--- config.mk ---
export PLATFORM = sky130hd
export DESIGN_NAME = seq_magnitude_comparator
export DESIGN_NICKNAME = d
export VERILOG_FILES = /design/src/rtl/seq_magnitude_comparator.sv
export SDC_FILE = /design/constraint.sdc
export NUM_CORES = 1
export LEC_CHECK = 0
export CORE_ASPECT_RATIO = 0.7
export CORE_UTILIZATION = 49
export CTS_CLUSTER_DIAMETER = 100
export DETAILED_ROUTE_END_ITERATION = 10
export DONT_BUFFER_PORTS = 1
export PLACE_DENSITY_LB_ADDON = 0.2
export SLEW_MARGIN = 10
export SYNTH_ARGS = -nofsm -noshare
export SYNTH_HDL_FRONTEND = slang
export SYNTH_SLANG_ARGS = --single-unit
--- constraint.sdc ---
create_clock -name clk -period 3.8 [get_ports clk]
set_clock_uncertainty 0.1 [all_clocks]
set_input_delay 0.57 -clock clk [delete_from_list [all_inputs] [get_ports clk]]
set_output_delay 0.57 -clock clk [all_outputs]
set_load 0.01 [all_outputs]
--- src/rtl/seq_magnitude_comparator.sv ---
// Multi-cycle magnitude comparator.
// Scans the operands SLICE bits at a time from the most significant slice down
// and stops at the first slice that differs. In signed mode the sign bit of the
// top slice is inverted so an unsigned slice compare orders two's-complement values.
// Valid/ready handshakes on both the operand side and the result side.
module seq_magnitude_comparator #(
    parameter int WIDTH = 32,
    parameter int SLICE = 8,
    parameter int CW    = $clog2(WIDTH / SLICE + 1)
) (
    input  logic             clk,
    input  logic             rst_n,
    input  logic             in_valid,
    output logic             in_ready,
    input  logic [WIDTH-1:0] a,
    input  logic [WIDTH-1:0] b,
    input  logic             signed_mode,
    input  logic             abort,
    output logic             out_valid,
    input  logic             out_ready,
    output logic             gt,
    output logic             eq,
    output logic             lt,
    output logic [CW-1:0]    slices_used
);

    localparam int NS = WIDTH / SLICE;
    localparam int IW = (NS > 1) ? $clog2(NS) : 1;
    localparam logic [IW-1:0]    IDX_TOP = IW'(NS - 1);
    localparam logic [SLICE-1:0] TOP_BIT = SLICE'(1) << (SLICE - 1);

    typedef enum logic [1:0] {
        ST_IDLE = 2'd0,
        ST_SCAN = 2'd1,
        ST_DONE = 2'd2
    } state_t;

    state_t            state_r;
    logic [WIDTH-1:0]  a_r;
    logic [WIDTH-1:0]  b_r;
    logic              signed_r;
    logic [IW-1:0]     idx_r;
    logic              in_ready_r;
    logic              out_valid_r;
    logic              gt_r;
    logic              eq_r;
    logic              lt_r;
    logic [CW-1:0]     slices_used_r;

    logic [SLICE-1:0]  sa_raw_s;
    logic [SLICE-1:0]  sb_raw_s;
    logic [SLICE-1:0]  sa_s;
    logic [SLICE-1:0]  sb_s;
    logic              flip_s;
    logic [CW-1:0]     used_s;

    // Select the slice under examination and apply the sign-bit inversion on the top slice.
    always_comb begin
        sa_raw_s = '0;
        sb_raw_s = '0;
        for (int i = 0; i < NS; i++) begin
            sa_raw_s = sa_raw_s | ((idx_r == IW'(i)) ? a_r[i*SLICE +: SLICE] : {SLICE{1'b0}});
            sb_raw_s = sb_raw_s | ((idx_r == IW'(i)) ? b_r[i*SLICE +: SLICE] : {SLICE{1'b0}});
        end
        flip_s = signed_r && (idx_r == IDX_TOP);
        sa_s   = sa_raw_s ^ (flip_s ? TOP_BIT : {SLICE{1'b0}});
        sb_s   = sb_raw_s ^ (flip_s ? TOP_BIT : {SLICE{1'b0}});
        used_s = CW'(NS) - CW'(idx_r);
    end

    // Control FSM: accept operands, scan slices MSB-first, hold the result until consumed.
    always_ff @(posedge clk or negedge rst_n) begin
        if (!rst_n) begin
            state_r       <= ST_IDLE;
            a_r           <= '0;
            b_r           <= '0;
            signed_r      <= 1'b0;
            idx_r         <= IDX_TOP;
            in_ready_r    <= 1'b1;
            out_valid_r   <= 1'b0;
            gt_r          <= 1'b0;
            eq_r          <= 1'b0;
            lt_r          <= 1'b0;
            slices_used_r <= '0;
        end else begin
            case (state_r)
                ST_IDLE: begin
                    if (in_valid) begin
                        a_r        <= a;
                        b_r        <= b;
                        signed_r   <= signed_mode;
                        idx_r      <= IDX_TOP;
                        in_ready_r <= 1'b0;
                        state_r    <= ST_SCAN;
                    end else begin
                        in_ready_r <= 1'b1;
                    end
                end
                ST_SCAN: begin
                    if (abort) begin
                        // Cancelled compare: no result, flags keep their previous values.
                        in_ready_r <= 1'b1;
                        state_r    <= ST_IDLE;
                    end else if (sa_s != sb_s) begin
                        gt_r          <= (sa_s > sb_s);
                        lt_r          <= (sa_s < sb_s);
                        eq_r          <= 1'b0;
                        slices_used_r <= used_s;
                        out_valid_r   <= 1'b1;
                        state_r       <= ST_DONE;
                    end else if (idx_r == '0) begin
                        gt_r          <= 1'b0;
                        lt_r          <= 1'b0;
                        eq_r          <= 1'b1;
                        slices_used_r <= CW'(NS);
                        out_valid_r   <= 1'b1;
                        state_r       <= ST_DONE;
                    end else begin
                        idx_r <= idx_r - IW'(1);
                    end
                end
                ST_DONE: begin
                    if (out_ready) begin
                        out_valid_r <= 1'b0;
                        in_ready_r  <= 1'b1;
                        state_r     <= ST_IDLE;
                    end else begin
                        out_valid_r <= 1'b1;
                    end
                end
                default: begin
                    state_r     <= ST_IDLE;
                    in_ready_r  <= 1'b1;
                    out_valid_r <= 1'b0;
                end
            endcase
        end
    end

    assign in_ready    = in_ready_r;
    assign out_valid   = out_valid_r;
    assign gt          = gt_r;
    assign eq          = eq_r;
    assign lt          = lt_r;
    assign slices_used = slices_used_r;

endmodule

==> Implementation_results.wiki <==
{| class="wikitable"
! Metric !! Value
|-
| TritonCTS clock tree || yes
|-
| Startpoint type of the worst setup path || flip-flop
|-
| Std cell rows || 25
|-
| H-tree depth reported by CTS || 3
|-
| Hold/Removal Path Class || in -> reg
|-
| Latest clock arrival within the worst-skew pair || ~0.36 ns
|-
| Multi-input combinational cell area || roughly 1600 um^2
|-
| Max Transition Viols Final || 0
|-
| Synthesized netlist cell count || between 200 and 300
|-
| Crit path buffers/inverters || 1
|-
| Outcome || finished clean
|-
| Maximum number of pins on one net before global-route repair || between 70 and 80
|-
| Buffer depth of the longest clock path || 2
|-
| Starting density of the core || 0.519
|-
| Final min period || approximately 3.5 ns
|-
| Hold violation total from the final report || 0
|-
| Storage element area || approximately 1900 um^2
|-
| Count of flip-flops with a built-in enable after synthesis || 0
|-
| Class of the most critical setup path || reg -> reg
|-
| GR Util All Layers || 0.218
|-
| Drt wl/cell || around 20 um
|-
| Ordered list of cells on the worst path || inv_1, ha_1, a222oi_1, nand2b_1, a32o_1, ha_1, nand4_2, or3_1, o21ai_1, mux2_2
|-
| Antenna violations before repair || 0
|-
| Yosys warnings || 0
|-
| Layout cells sized above 1 || 0.325
|-
| Placer's final routability congestion estimate || roughly 0.84
|-
| Worst path max stage delay || ~0.56 ns
|-
| Setup violations, final || 0
|-
| Final ANT Viol Nets || 0
|-
| Total chip power || between 0.003 and 0.004 W
|-
| Fraction of post-synthesis cell area in the top cell type by area || 0.516
|-
| Type of destination of the critical path || flip-flop
|-
| Mean post-synth cell area || roughly 13 um^2
|-
| # port buffers || 0
|-
| Fraction of registers with async set or reset after synthesis || 1.00
|-
| Crit-path slowest cell || sky130_fd_sc_hd__dfstp_2
|-
| Unrepaired setup endpoints after global routing || no
|-
| Cell at the root of the clock tree || sky130_fd_sc_hd__clkbuf_8
|-
| CTS buffer count || 9
|-
| Die X || between 100 and 150 um
|-
| Power density over the cells || around 930 nW/um^2
|-
| Grt total ovfl || 0
|-
| Per-cell via count in the routed design || 5.77
|-
| Vias in the first global route || between 2,000 and 2,500
|-
| Drt drc || 0
|-
| Total negative slack || 0 ns
|-
| Count of fill cells added during filler insertion || about 580
|-
| Final nets || between 300 and 400
|-
| Critical path required time || approximately 4 ns
|-
| Top cells by count, synth || 74 x sky130_fd_sc_hd__dfrtp_1, 66 x sky130_fd_sc_hd__mux2_2, 16 x sky130_fd_sc_hd__nand2_1
|-
| Post-layout worst setup margin || around 0.30 ns
|-
| Leakage power figure || about 1.7 nW
|-
| Die outline height || approximately 74 um
|-
| Die footprint || between 7000 and 8000 um^2
|-
| Worst-case vdd ir drop || 0.438 mV
|-
| Portion of the clock cycle consumed by the worst path in the final layout || 0.920
|-
| Post-synthesis to final-layout area growth || 9.76%
|-
| Floorplan Core Area || roughly 6900 um^2
|-
| Post-layout utilization of the core || 0.570
|-
| Yosys cell types || 36
|-
| Via count || ~2,200
|-
| Sequential fraction of the synthesis area || 0.538
|-
| Number of top-level design ports || 78
|-
| Max Cap Violations || 0
|-
| Most common cell in the synthesized netlist || sky130_fd_sc_hd__dfrtp_1
|-
| DRC marker count from the first detailed-route iteration || 102
|-
| Maximum net fanout on the critical path || 10
|-
| Data arrival time at the worst-slack endpoint || about 3.7 ns
|-
| Number of inserted diodes || 0
|-
| Cell taking the most area after synthesis || sky130_fd_sc_hd__dfrtp_1
|-
| Max frequency || 286 MHz
|-
| Number of buffers inserted to repair setup after CTS || 0
|-
| Slew @ Worst Pin || ~0.73 ns
|-
| Placement-stage worst setup slack || 0.343 ns
|-
| Final std cell area, no fill || 3940 um^2
|-
| Synthesized netlist net count || between 300 and 400
|-
| Largest delay share family, worst path || compound AO/OA/AOI/OAI gates
|-
| Number of synthesized register bits || 77
|-
| Leading post-synthesis cells by cell area || sky130_fd_sc_hd__dfrtp_1 52%, sky130_fd_sc_hd__mux2_2 21%, sky130_fd_sc_hd__ha_1 5.2%, sky130_fd_sc_hd__a22oi_1 2.9%, sky130_fd_sc_hd__dfstp_2 2.2%
|-
| Dpl hpwl || slightly above 5000 um
|-
| Global-route wire length before repair || 12,000 um
|-
| Post-place instance area || 3690 um^2
|-
| Worst slew slack as a fraction of its limit || 0.511
|-
| Synthesized cell area || between 3000 and 4000 um^2
|-
| Clock transition at path regs || 0.08 ns
|-
| Crit path top cell by count || sky130_fd_sc_hd__ha_1
|-
| Commonest register cell after synthesis || sky130_fd_sc_hd__dfrtp_1
|-
| Final WL || ~7500 um
|-
| Length of the first detailed-routing pass in iterations || 4
|-
| # clock sinks || 77
|}
## cell type report
| cell class | count | share of cell area |
|---|---|---|
| Clock buffer | 10 | 0.0324 |
| Timing Repair Buffer | 6 | 0.0203 |
| Sequential cell | 77 | 0.490 |
| Tap cell | 94 | 0.0299 |
| Multi-Input combinational cell | 182 | 0.401 |
| Inverter | 5 | 0.00476 |
| Clock inverter | 6 | 0.0219 |
## logic make-up (layout without fill, tap and decap cells)
kind of cell / Yosys count / in the layout / synth area share
AOI/OAI and AO/OA: 58 / 58 / 0.119
adders and majority gates: 15 / 15 / 0.0523
DFF: 77 / 77 / 0.538
and+or+nand+nor: 42 / 42 / 0.0575
buffers and inverters: 20 / 27 / 0.0230
muxes: 67 / 67 / 0.210
## final timing paths
kind	start	to	slack [ns]	cells past startpoint
setup / recovery	idx_r[0]$_DFFE_PN1P_	state_r[0]$_DFFE_PN0P_	0.30	10
hold / removal	in_valid	in_ready$_DFFE_PN1P_	0.17	1
setup reg to reg	idx_r[0]$_DFFE_PN1P_	state_r[0]$_DFFE_PN0P_	0.30	10
hold reg to reg	b_r[24]$_DFFE_PN0P_	b_r[24]$_DFFE_PN0P_	0.41	1
max in group asynchronous	rst_n	in_ready$_DFFE_PN1P_	2.56	2
min in group asynchronous	rst_n	b_r[4]$_DFFE_PN0P_	0.68	2
## metal layers
| layer | wire length, um | part of all wire | track usage | vias up |
|---|---|---|---|---|
| li1 | - | - | - | 1038 |
| met1 | 3510 | 0.47 | 0.298 | 1076 |
| met2 | 3250 | 0.44 | 0.302 | 68 |
| met3 | 633 | 0.085 | 0.107 | 9 |
| met4 | 78 | 0.010 | 0.0667 | 0 |
| met5 | 0 | 0 | 0 | - |
## flip-flops by register name, summed over array words and instances, names as in the netlist, 2 cells and up
register and cells:
a_r 32, b_r 32, slices_used 3, idx_r 2, state_r 2
## worst register-to-register path: stages, from the launching register on
cell                       delay, ns
sky130_fd_sc_hd__dfstp_2        0.56
sky130_fd_sc_hd__inv_1          0.09
sky130_fd_sc_hd__ha_1           0.38
sky130_fd_sc_hd__a222oi_1       0.46
sky130_fd_sc_hd__nand2b_1       0.10
sky130_fd_sc_hd__a32o_1         0.27
sky130_fd_sc_hd__ha_1           0.32
sky130_fd_sc_hd__nand4_2        0.17
sky130_fd_sc_hd__or3_1          0.43
sky130_fd_sc_hd__o21ai_1        0.17
sky130_fd_sc_hd__mux2_2         0.35
## repair_timing
action,in CTS,in global routing
gates resized for setup,0,0
hold endpoints to repair,77,0
hold buffers,2,0
## cell usage in the layout, fill, tap and decap left out, types with 4 or more instances in the layout
cell type / n
sky130_fd_sc_hd__nand2b_1: 4
sky130_fd_sc_hd__a21oi_1: 6
sky130_fd_sc_hd__a22o_1: 9
sky130_fd_sc_hd__clkbuf_8: 9
sky130_fd_sc_hd__a22oi_1: 14
sky130_fd_sc_hd__nand2_1: 15
sky130_fd_sc_hd__inv_1: 5
sky130_fd_sc_hd__dfrtp_1: 74
sky130_fd_sc_hd__ha_1: 15
sky130_fd_sc_hd__mux2_2: 66
sky130_fd_sc_hd__a221oi_1: 7
sky130_fd_sc_hd__o21ai_0: 9
sky130_fd_sc_hd__nor2_1: 10
## where the power goes
group          internal (W)  switching (W)  leakage [nW]  total [W]
clock network      0.000370       0.000305         0.107   0.000675
registers           0.00123       0.000247         0.912    0.00148
logic              0.000762       0.000761         0.705    0.00152
total               0.00236        0.00131          1.72    0.00368
## through the flow
step,hold WS (ns),cells
final,0.171,380
after global routing,0.145,380
after CTS,0.150,380
after detailed placement,0.177,362
after global placement,0.177,362
after floorplan,0.174,279
Note: power is estimated with default switching activity, not from simulation.
